===== config.mk =====
export PLATFORM = sky130hd
export DESIGN_NAME = sync_schem
export DESIGN_NICKNAME = d
export VERILOG_FILES = /design/src/rtl/sync_schem.sv
export SDC_FILE = /design/constraint.sdc
export NUM_CORES = 1
export LEC_CHECK = 0
export CORE_AREA = 4 4 41 43
export CTS_CLUSTER_DIAMETER = 40
export DETAILED_ROUTE_END_ITERATION = 8
export DIE_AREA = 0 0 45 47
export DONT_BUFFER_PORTS = 1
export PLACE_DENSITY = 0.3
export SYNTH_ARGS = -nofsm -noshare
export SYNTH_HDL_FRONTEND = slang
export SYNTH_SLANG_ARGS = --single-unit

===== constraint.sdc =====
create_clock -name clk -period 1.7 [get_ports clk]
set_input_delay 0.34 -clock clk [delete_from_list [all_inputs] [get_ports clk]]
set_output_delay 0.34 -clock clk [all_outputs]
set_load 0.02 [all_outputs]

===== src/rtl/sync_schem.sv =====
// rtl/sync_schem.sv - 4-bit schematic-style T-flip-flop down counter with gate-level borrow chain
// Optional terminal-count output tc is built when SYNC_SCHEM_TC_EN is defined.
module sync_schem #(
  parameter logic [3:0] RESET_VALUE = 4'd15,
  parameter bit         WRAP        = 1'b1
) (
  input  logic       clk,
  input  logic       rst,
  input  logic       en,
  input  logic       load,
  input  logic [3:0] load_val,
  output logic       out0,
  output logic       out1,
  output logic       out2,
  output logic       out3
`ifdef SYNC_SCHEM_TC_EN
  ,
  output logic       tc
`endif
);

  logic [3:0] cnt;
  logic [3:0] t;
  logic [3:0] toggled;
  logic [3:0] nxt;
  logic       zero;
  logic       gate;

  assign cnt  = {out3, out2, out1, out0};
  assign zero = ~(out3 | out2 | out1 | out0);

  // Saturating build kills every toggle once the count reaches zero.
  assign gate = WRAP ? 1'b1 : ~zero;

  // Borrow chain: bit i toggles when all lower bits are zero.
  assign t[0] = en & gate;
  assign t[1] = en & ~out0 & gate;
  assign t[2] = en & ~out0 & ~out1 & gate;
  assign t[3] = en & ~out0 & ~out1 & ~out2 & gate;

  assign toggled = cnt ^ t;
  assign nxt     = load ? load_val : toggled;

  always_ff @(posedge clk) begin
    if (!rst) begin
      out0 <= RESET_VALUE[0];
      out1 <= RESET_VALUE[1];
      out2 <= RESET_VALUE[2];
      out3 <= RESET_VALUE[3];
    end else begin
      out0 <= nxt[0];
      out1 <= nxt[1];
      out2 <= nxt[2];
      out3 <= nxt[3];
    end
  end

`ifdef SYNC_SCHEM_TC_EN
  assign tc = en & zero & rst & ~load;
`endif

endmodule


== Word-level counts from Yosys, hierarchy flattened ==
Index checks and enable logic that the tools add are counted.
W data, S select, Z words.

* Flip-flop bits (word level): 4
* Input bits: 8
* Word-level logic and storage cells: 12

* Multiplexer cells: 1
* Bitwise logic cells: 7

{| class="wikitable"
|+ Operator list
! kind !! count
|-
| $mux W4 || 1
|-
| $xor A4 B4 Y4 || 1
|-
| $and A1 B1 Y1 || 3
|-
| $not A1 Y1 || 3
|}

== Logic depth before layout (Yosys ltp) ==
Gate-level depths: netlist of the first run.

* Depth in word-level cells: 6
* Gate-level depth with buffers: 6

== Worst setup path before layout of the first run ==
Ideal clock, no wire load.

* Kind: reg2reg
* From: reg out0
* To: reg out3
* Library setup time: 0.123 ns
* Arrival time: 1.227 ns
* Required time: 1.577 ns
* Setup slack: 0.351 ns
* Cell stages (with the launch flop): 7
* Period minus slack after synthesis: 1.349 ns
* Cells stage by stage: dfxtp_1 > inv_1 > ha_1 > ha_1 > ha_1 > xnor2_1 > a31oi_1

* Word-level cells in the longest chain between the ends: 6

{| class="wikitable"
|+ RTL lines
! what !! RTL line !! source
|-
| from (decl) || 12 || <nowiki>output logic out0,</nowiki>
|-
| from (signal assigned) || 46 || <nowiki>out0 <= RESET_VALUE[0];</nowiki>
|-
| from (signal assigned) || 51 || <nowiki>out0 <= nxt[0];</nowiki>
|-
| $not A1 Y1 || 39 || <nowiki>assign t[3] = en & ~out0 & ~out1 & ~out2 & gate;</nowiki>
|-
| $and A1 B1 Y1 (3 in series) || 39 ||
|-
| $xor A4 B4 Y4 || 41 || <nowiki>assign toggled = cnt ^ t;</nowiki>
|-
| $mux W4 || 42 || <nowiki>assign nxt = load ? load_val : toggled;</nowiki>
|-
| to (signal assigned) || 49 || <nowiki>out3 <= RESET_VALUE[3];</nowiki>
|-
| to (signal assigned) || 54 || <nowiki>out3 <= nxt[3];</nowiki>
|-
| to (decl) || 15 || <nowiki>output logic out3</nowiki>
|}

Every way passes these cells.
A chain may end at the register's enable or synchronous reset.

== Final worst setup path of the first run ==
* From: reg out1
* To: reg out3

* Word-level cells in the longest chain between the ends: 5

{| class="wikitable"
|+ RTL lines
! what !! RTL line !! source
|-
| from (decl) || 13 || <nowiki>output logic out1,</nowiki>
|-
| from (signal assigned) || 47 || <nowiki>out1 <= RESET_VALUE[1];</nowiki>
|-
| from (signal assigned) || 52 || <nowiki>out1 <= nxt[1];</nowiki>
|-
| $not A1 Y1 || 39 ||
|-
| $and A1 B1 Y1 (2 in series) || 39 ||
|-
| $xor A4 B4 Y4 || 41 ||
|-
| $mux W4 || 42 ||
|}

Every way passes these cells.

==> results of run 1 <==
## path summary, 6_finish.rpt
| kind | start | end | slack, ps | cells after the start |
|---|---|---|---|---|
| setup / recovery | out1 | out3 | 390 | 5 |
| hold / removal | rst | out0 | 210 | 1 |
| setup reg to reg | out1 | out3 | 390 | 5 |
| hold reg to reg | out0 | out0 | 600 | 3 |
## metal layers
layer	up-vias	part of all wire (%)	GRT usage [%]
li1	78	-	-
met1	66	34	4.56
met2	9	50	8.47
met3	0	16	6.51
met4	0	0	1.75
met5	-	0	0
## placed cells by master (no fill, tap or decap)
cell type and count:
o211ai_1 3, and3b_1 1, clkbuf_4 3, nand2_1 3, ha_1 3, xnor2_1 1
a31oi_1 1, dfxtp_1 4, buf_4 1, inv_1 4
## sequential cells by signal, indices dropped and copies added, names as in the netlist
register	count
out0	1
out1	1
out2	1
out3	1
## power by group
part | total, mW | switching [mW] | internal, mW | leakage, nW
Combinational | 0.0233 | 0.0112 | 0.0121 | 0.0809
Clock | 0.115 | 0.0360 | 0.0788 | 0.0138
Sequential | 0.113 | 0.0115 | 0.102 | 0.0334
Total | 0.251 | 0.0587 | 0.193 | 0.128
## per-stage QoR
step	cells	area [um2]	setup slack, ps	hold slack, ps
2_1_floorplan	21	195	351	439
3_3_place_gp	36	216	437	442
3_5_place_dp	36	216	377	444
4_1_cts	39	239	357	202
5_1_grt	39	239	304	200
6_report	39	239	391	208
## cells by family after synthesis
| group | Yosys count | synth area share (%) |
|---|---|---|
| AO/OA/AOI/OAI | 4 | 14.7 |
| XOR/XNOR | 1 | 4.49 |
| adder cells (fa/ha/maj) | 3 | 19.2 |
| buffers and inverters | 5 | 10.3 |
| flip-flops | 4 | 41.0 |
| AND/OR/NAND/NOR | 4 | 10.3 |
## critical path: cells and delay by family (launching register included)
kind | cells | cell delay [ps]
buffers and inverters | 1 | 70
AO/OA/AOI/OAI | 1 | 90
adder cells (fa/ha/maj) | 2 | 400
flip-flops | 1 | 450
XOR/XNOR | 1 | 170
## area by class of cell
type / count / area, um2 / area share [%]
Sequential cell: 4 / 80.1 / 33.5
Multi-Input combinational cell: 12 / 95.1 / 39.8
Clock buffer: 3 / 22.5 / 9.42
Timing Repair Buffer: 1 / 7.51 / 3.14
Tap cell: 15 / 18.8 / 7.85
Inverter: 4 / 15.0 / 6.28
==> implementation parameters, run 1 <==
Parameter                              Value

Cells and area
  Antenna cell count ... 0
  Area growth from synthesis to layout ... 22.4%
  Utilization of the core after routing ... 18.4%
  Filler cell count ... 150
  Fraction of layout instances using a drive strength above 1 ... 16.7%
  Final #Nets ... 37

Status
  Status ... complete, no violations

Synthesis
  Post-synthesis instance area ... 195 um2
  Cell types occupying the most area after synthesis ... dfxtp_1 41%, ha_1 19%, o211ai_1 12%
  Count of cell types in the netlist ... 9
  Number of instances in the synthesized netlist ... 21
  Synthesis-stage register bit count ... 4
  Most instantiated cells after synthesis ... 4 x dfxtp_1, 4 x inv_1, 3 x ha_1, 3 x nand2_1, 3 x o211ai_1
  Post-Synthesis Mean Instance Area ... 9.29 um2
  Number of synthesized flops with an enable pin ... 0
  Most area-hungry cell type in the Yosys netlist ... dfxtp_1
  Dominant register cell in the synthesized netlist ... dfxtp_1
  Proportion of synthesized flip-flops having asynchronous set or reset ... 0%
  Net count after synthesis ... 32
  Total of warnings raised by yosys ... 0
  Sequential cell area fraction in the yosys report ... 41.0%
  Fraction of synthesized cell area taken by the top area cell type ... 41.0%

Routing
  Drt initial violations ... 3
  # DRC ... 0
  Routed vias ... 153
  Final Routed Wirelength ... 456 um
  Vias per inst ... 3.92
  Count of antenna-violating nets left after detailed routing ... 0
  Detailed-routing iteration count for the pre-antenna-repair pass ... 2
  Wire length per cell ... 11.7 um

Floorplan
  Standard cell core area ... 1300 um2
  Chip Width ... 45 um
  Num ports ... 12
  Number of rows in the core area ... 13
  Initial Utilization ... 15.0%
  DIE HEIGHT ... 47 um
  Overall die area ... 2120 um2

CTS
  Number of buffers added by the clock tree synthesis step ... 3
  Resize count post-CTS ... 0
  Quantity of hold-fixing buffers added after cts ... 0
  Clock slew seen by the registers of the worst setup and hold paths ... 40 ps
  CTS H-tree lvls ... 1
  Post-CTS setup buffer count ... 0
  Master cell of the clock root buffer ... clkbuf_4
  Longest Clk Path Bufs ... 2
  Number of clock sinks ... 4
  Clock tree from TritonCTS ... done
  Worst-skew pair later-pin latency ... 230 ps

Power and ir drop
  Total power ... 251 uW
  P per Cell Area ... 1050 nW/um2
  Standby leakage power ... 0.128 nW
  Maximum resistive drop on vdd ... 377 uV

Timing
  RSZ-0062 raised after global routing ... false
  Hold violation count in the final report ... 0
  Period Utilization, post-route ... 77.0%
  Count of endpoints failing setup in the final report ... 0
  Slew HR ... 81.9%
  Minimum clock period ... 1310 ps
  Transition time of the tightest slew-check pin ... 271 ps
  Final count of pins violating max slew ... 0
  Sum Neg Setup Slack ... 0 ps
  Max Clock Skew ... 0.318 ps
  Fmax ... 764 MHz

Critical path
  Arrival time worst endpoint ... 1420 ps
  Critical path class ... flip-flop to flip-flop
  Startpoint type of the worst setup path ... flip-flop
  Endpoint kind of the worst setup timing path ... flip-flop
  Ordered list of cells on the worst path ... inv_1 > ha_1 > ha_1 > xnor2_1 > a31oi_1
  Crit path top cell by count ... ha_1
  Maximum fanout count along the critical path ... 2
  Slowest cell delay on critical path ... 450 ps
  Worst endpoint required time ... 1810 ps
  Crit path max-delay cell type ... dfxtp_1

Placement
  Buffers on Ports ... 0
  Routability Congestion ... 0.641

Global route
  Maximum number of pins on one net before global-route repair ... 9
  Number of global-route vias before repair ... 172
  Final global-route overflow total ... 0
  Global-route wire length before repair ... 745 um
  Number of antenna violations at the first check in global routing ... 0
  Total global-route track usage ... 5.53%

Worst hold path
  Kind of path behind the tightest hold check ... primary input to flip-flop

Flow run
  Max Cap Violations ... 0
Power figures use the tool's default switching activity.
==> run 2, diff against run 1 <==
==> constraint.sdc (replaced) <==
create_clock -name clk -period 1.11 [get_ports clk]
set_input_delay 0.222 -clock clk [delete_from_list [all_inputs] [get_ports clk]]
set_output_delay 0.222 -clock clk [all_outputs]
set_load 0.02 [all_outputs]
==> run 2 against run 1 <==
Compared with the run above: the flow now finishes with violations (negative setup slack); sequential share of layout area decreased by 6.8 points; die area unchanged; combinational power rose to 3.0 times the previous value; cell count increased by 10%; critical path depth rose by 1; flip-flop and latch count unchanged; global-route usage is 0.079 points higher; worst setup slack worse by 440 ps; fmax is 13% higher; clock-buffer cell count rose by 1; via count up 7.8%; largest power group unchanged.
==> implementation parameters, run 2 (synthesis gave the netlist of run 1 again) <==
Parameter                              Value

CTS
  Number of buffers added by the clock tree synthesis step ... 3
  Number of clock sinks ... 4
  Longest Clk Path Bufs ... 2
  Post-CTS setup buffer count ... 0
  Clock slew seen by the registers of the worst setup and hold paths ... 50 ps
  Clock tree from TritonCTS ... done
  Master cell of the clock root buffer ... clkbuf_4
  Worst-skew pair later-pin latency ... 240 ps
  Quantity of hold-fixing buffers added after cts ... 0
  CTS H-tree lvls ... 1

Cells and area
  Utilization of the core after routing ... 24.1%
  Fraction of layout instances using a drive strength above 1 ... 46.4%
  Most frequent standard cell in the layout excluding fill and tap cells ... buf_4
  Area growth from synthesis to layout ... 60.9%
  Antenna cell count ... 0
  Final #Nets ... 40

Timing
  Fmax ... 865 MHz
  Slew HR ... 91.0%
  Period Utilization, post-route ... 104%
  Least setup slack across all paths after layout ... -46.0 ps
  Transition time of the tightest slew-check pin ... 134 ps
  RSZ-0062 raised after global routing ... true
  Count of endpoints failing setup in the final report ... 2
  Worst slack on hold paths ... 79.0 ps
  Final count of pins violating max slew ... 0
  Hold violation count in the final report ... 0
  Max Clock Skew ... 7.19 ps
  Minimum clock period ... 1160 ps

Floorplan
  Overall die area ... 2120 um2
  Number of rows in the core area ... 13
  Standard cell core area ... 1300 um2
  DIE HEIGHT ... 47 um
  Initial Utilization ... 15.0%
  Num ports ... 12
  Chip Width ... 45 um

Power and ir drop
  Maximum resistive drop on vdd ... 441 uV
  Total power ... 437 uW
  Standby leakage power ... 0.144 nW
  P per Cell Area ... 1390 nW/um2

Critical path
  Critical path class ... flip-flop to flip-flop
  Maximum fanout count along the critical path ... 2
  Slowest cell delay on critical path ... 340 ps
  R2R setup slack ... -50 ps
  Crit path top cell by count ... ha_4
  Startpoint type of the worst setup path ... flip-flop
  Worst endpoint required time ... 1220 ps
  Reg-to-reg startpoint ... out0
  Number of cells traversed by the worst register-to-register path ... 6
  Worst path top cell family by delay ... adder cells
  Crit path max-delay cell type ... dfxtp_4
  Crit path buffers/inverters ... 1
  Ordered list of cells on the worst path ... inv_2 > ha_4 > ha_4 > ha_4 > xnor2_2 > a31oi_1
  Capture point of the worst reg-to-reg path ... out3
  Arrival time worst endpoint ... 1270 ps
  Endpoint kind of the worst setup timing path ... flip-flop

Flow run
  Max Cap Violations ... 0

Routing
  Routed vias ... 165
  Drt initial violations ... 0
  # DRC ... 0
  Count of antenna-violating nets left after detailed routing ... 0
  Final Routed Wirelength ... 443 um
  Detailed-routing iteration count for the pre-antenna-repair pass ... 1
  Vias per inst ... 3.84
  Wire length per cell ... 10.3 um

Worst hold path
  Kind of path behind the tightest hold check ... primary input to flip-flop
  Hold wc startpoint ... rst
  Worst hold path depth ... 1
  Worst Hold Path EP ... out0

Global route
  Number of global-route vias before repair ... 180
  Total global-route track usage ... 5.61%
  Global-route wire length before repair ... 731 um
  Final global-route overflow total ... 0
  Number of antenna violations at the first check in global routing ... 0
  Maximum number of pins on one net before global-route repair ... 9

Placement
  Routability Congestion ... 0.628
  Worst slack after detailed placement ... -73.7 ps
  Buffers on Ports ... 0

Status
  Status ... complete, but fails checks
  Violated checks ... negative setup slack
-- run 2: changes by cell type in the layout (fill, tap and decap cells not counted), sizes merged --
cell,change
buf,+3
clkbuf,+1
-- run 2: how the worst max path moves through the flow --
| stage | start | end | slack, ps | cells after the start |
|---|---|---|---|---|
| 2_1_floorplan | out0 | out3 | -70 | 6 |
| 3_3_place_gp | out0 | out3 | -40 | 6 |
| 3_5_place_dp | out0 | out3 | -70 | 6 |
| 4_1_cts | out0 | out3 | -60 | 6 |
| 5_1_grt | out0 | out3 | -100 | 6 |
| 6_report | out0 | out3 | -50 | 6 |
-- run 2: what timing repair did --
action                                  CTS  global route
pin swaps                                 1             0
endpoints found under the setup margin    2             2
resized for setup                         1             0
-- run 2: layout make-up --
type                            instances  area [um2]
Multi-Input combinational cell         12         140
Clock buffer                            4        26.3
Timing Repair Buffer                    4        30.0
Inverter                                4        15.0
Tap cell                               15        18.8
Sequential cell                         4        83.8
Fill cell                             149         987
-- run 2: through the flow --
stage               setup TNS (ps)  cells  instance area [um2]
floorplan                     -101     21                  236
global placement             -38.5     39                  280
detailed placement           -75.9     39                  280
CTS                          -80.5     43                  314
global route                  -127     43                  314
finish                       -54.1     43                  314
-- run 2: worst reg2reg max path, cell delays in order, from the launching register on --
cell and delay, ps:
dfxtp_4 340, inv_2 40, ha_4 150, ha_4 150
ha_4 150, xnor2_2 120, a31oi_1 80
-- run 2: layer usage --
metal,GRT usage (%),vias to the layer above,part of all wire (%)
met2,7.06,10,47
met5,0,-,0
li1,-,86,-
met4,7.02,0,0
met1,5.01,69,40
met3,4.60,0,13
-- run 2: power breakdown --
part | switching, mW | internal (mW) | leakage [nW]
logic | 0.0347 | 0.0355 | 0.0952
registers | 0.00674 | 0.155 | 0.0335
clock network | 0.0689 | 0.135 | 0.0150
total | 0.110 | 0.326 | 0.144
==> run 3, diff against run 2 <==
--- a/config.mk
+++ b/config.mk
@@ -5,12 +5,14 @@
 export SDC_FILE = /design/constraint.sdc
 export NUM_CORES = 1
 export LEC_CHECK = 0
+export ABC_AREA = 1
+export CAP_MARGIN = 0
 export CORE_AREA = 4 4 41 43
 export CTS_CLUSTER_DIAMETER = 40
 export DETAILED_ROUTE_END_ITERATION = 8
 export DIE_AREA = 0 0 45 47
 export DONT_BUFFER_PORTS = 1
-export PLACE_DENSITY = 0.3
+export PLACE_DENSITY = 0.31
 export SYNTH_ARGS = -nofsm -noshare
 export SYNTH_HDL_FRONTEND = slang
 export SYNTH_SLANG_ARGS = --single-unit
==> run 3 against run 2 <==
Compared with the run above: via count increased by 12%; critical endpoint unchanged; highest routed layer is now met4; the flow still finishes with violations (negative setup slack); area after synthesis increased by 9.6%; cell count up 12%; global-route usage is 0.40 points lower.
==> implementation parameters, run 3 <==
Parameter                              Value

Status
  Status ... complete, but fails checks
  Violated checks ... negative setup slack

Cells and area
  Total non-filler cell area in the finished layout ... 325 um2
  Area growth from synthesis to layout ... 52.0%
  Antenna cell count ... 0
  Most frequent standard cell in the layout excluding fill and tap cells ... nand2_1
  Most used cells in the layout excluding fill and tap cells ... 8 x nand2_1, 5 x inv_1, 4 x buf_4
  Area of the multi-input gates ... 144 um2
  Fraction of layout instances using a drive strength above 1 ... 42.4%
  Filler cell count ... 156
  Utilization of the core after routing ... 25.0%
  Final #Nets ... 45
  Flip-flop and latch area ... 83.8 um2

CTS
  Number of clock sinks ... 4
  Worst-skew pair later-pin latency ... 240 ps
  Master cell of the clock root buffer ... clkbuf_4
  Clock tree from TritonCTS ... done
  Post-CTS setup buffer count ... 0
  Quantity of hold-fixing buffers added after cts ... 0
  Clock slew seen by the registers of the worst setup and hold paths ... 40 ps
  CTS H-tree lvls ... 1
  Longest Clk Path Bufs ... 2
  Resize count post-CTS ... 0
  Number of buffers added by the clock tree synthesis step ... 3

Critical path
  Maximum fanout count along the critical path ... 2
  Arrival time worst endpoint ... 1250 ps
  Worst path top cell family by delay ... adder cells
  Critical path class ... flip-flop to flip-flop
  Worst endpoint required time ... 1240 ps
  Slowest cell delay on critical path ... 340 ps
  Crit path buffers/inverters ... 1
  Startpoint type of the worst setup path ... flip-flop
  Ordered list of cells on the worst path ... inv_2 > ha_4 > ha_4 > ha_4 > nand2_1 > nand2_1 > nand2_1 > nand2_1
  Crit path top cell by count ... nand2_1
  Endpoint kind of the worst setup timing path ... flip-flop
  Crit path max-delay cell type ... dfxtp_4

Global route
  Number of global-route vias before repair ... 180
  Global routing usage on met3 ... 6.51%
  Global-route wire length before repair ... 627 um
  GRT met1 Usage ... 3.40%
  Maximum number of pins on one net before global-route repair ... 9
  Grt met2 use ... 7.06%
  Total global-route track usage ... 5.21%
  Number of antenna violations at the first check in global routing ... 0
  Layer with the highest usage ... met2
  Final global-route overflow total ... 0

Power and ir drop
  Cell internal pwr ... 329 uW
  Clock Power Share ... 45.7%
  Net switching power of the design ... 109 uW
  P per Cell Area ... 1350 nW/um2
  Switch share ... 24.9%
  Standby leakage power ... 0.155 nW
  Combinational fraction of design power ... 17.2%
  Maximum resistive drop on vdd ... 410 uV
  Fraction of power consumed by sequential logic ... 37.1%

Timing
  Worst slack on hold paths ... 55.7 ps
  Hold violation count in the final report ... 0
  Slew HR ... 91.3%
  Transition time of the tightest slew-check pin ... 129 ps
  Minimum clock period ... 1120 ps
  Fmax ... 894 MHz
  Least setup slack across all paths after layout ... -9.05 ps
  RSZ-0062 raised after global routing ... true
  Count of endpoints failing setup in the final report ... 2
  Max Clock Skew ... 4.55 ps
  Period Utilization, post-route ... 101%
  Sum Neg Setup Slack ... -14.2 ps
  Final count of pins violating max slew ... 0

Synthesis
  Fraction of synthesized cell area taken by the top area cell type ... 37.4%
  Sequential cell area fraction in the yosys report ... 37.4%
  Number of instances in the synthesized netlist ... 26
  Number of synthesized flops with an enable pin ... 0
  Cell types occupying the most area after synthesis ... dfxtp_1 37%, ha_1 18%, nand2_1 14%
  Count of cell types in the netlist ... 8
  Adder-cell share of the synthesized area ... 17.5%
  Post-Synthesis Mean Instance Area ... 8.23 um2
  Total of warnings raised by yosys ... 0
  Post-synthesis share of cell area spent on and, or, nand and nor gates ... 14.0%
  Post-synthesis instance area ... 214 um2
  Most frequently used cell type in the post-synthesis netlist ... nand2_1
  Most instantiated cells after synthesis ... 8 x nand2_1, 6 x inv_1, 4 x dfxtp_1
  Dominant register cell in the synthesized netlist ... dfxtp_1
  Proportion of synthesized flip-flops having asynchronous set or reset ... 0%
  Net count after synthesis ... 37
  Combinational family with the most area after synthesis ... compound AO/OA/AOI/OAI gates
  Synthesis-stage register bit count ... 4
  Fraction of the mapped netlist area in compound gates ... 18.1%
  Xor-xnor portion of the synthesized cell area ... 0%
  Multiplexer share of the synthesized area ... 0%
  Most area-hungry cell type in the Yosys netlist ... dfxtp_1

Routing
  Vias per inst ... 3.85
  Drt initial violations ... 0
  Count of antenna-violating nets left after detailed routing ... 0
  Final Routed Wirelength ... 434 um
  Wire length per cell ... 9.04 um
  Routed vias ... 185
  # DRC ... 0
  Detailed-routing iteration count for the pre-antenna-repair pass ... 1

Floorplan
  Standard cell core area ... 1300 um2
  Chip Width ... 45 um
  DIE HEIGHT ... 47 um
  Number of rows in the core area ... 13
  Overall die area ... 2120 um2
  Num ports ... 12
  Initial Utilization ... 16.4%

Placement
  Routability Congestion ... 0.637
  Buffers on Ports ... 0
  Worst slack after detailed placement ... -4.58 ps
  Instance area after placement ... 299 um2

Flow run
  Max Cap Violations ... 0

Worst hold path
  Kind of path behind the tightest hold check ... primary input to flip-flop
## run 3: cell type report
type	instances	share of cell area [%]
tap	15	5.77
multi-input combinational	15	44.2
sequential	4	25.8
inverter	6	6.92
clock buffer	4	8.08
timing repair buffer	4	9.23
## run 3: worst register-to-register path: cells and delay by family, from the launching register on
family,cells,cell delay [ps]
and+or+nand+nor,4,180
adders and majority gates,3,460
buffers and inverters,1,40
DFF,1,340
## run 3: power by group through the flow
stage          logic, mW  clock network [mW]  registers [mW]
4_1_cts           0.0776               0.212           0.163
5_1_grt           0.0834               0.229           0.163
2_1_floorplan     0.0446                   0           0.179
3_5_place_dp      0.0774                   0           0.165
6_report          0.0756               0.200           0.162
3_3_place_gp      0.0760                   0           0.164
## run 3: repair_timing
action,in CTS,in global routing
pin swaps,2,0
endpoints found under the hold margin,0,0
setup endpoints to repair,2,2
## run 3: metrics by stage
stage,total power [mW],instances
floorplan,0.224,26
global placement,0.240,44
detailed placement,0.242,44
CTS,0.453,48
global route,0.476,48
finish,0.438,48
## run 3: cell families after synthesis
family,Yosys count
fa+ha+maj,3
buf+inv,7
flops,4
simple gates,8
compound gates,4
## run 3: final timing paths
| kind | slack, ps | end | cells past startpoint | start |
|---|---|---|---|---|
| max | -9 | out3 | 8 | out0 |
| min | 60 | out1 | 1 | rst |
| max reg2reg | -9 | out3 | 8 | out0 |
| min reg2reg | 560 | out3 | 4 | out3 |
## run 3: layer usage
layer  vias up  share of wire [%]
li1         95                  -
met1        74                 32
met2        12                 45
met3         4                 17
met4         0                5.3
met5         -                  0
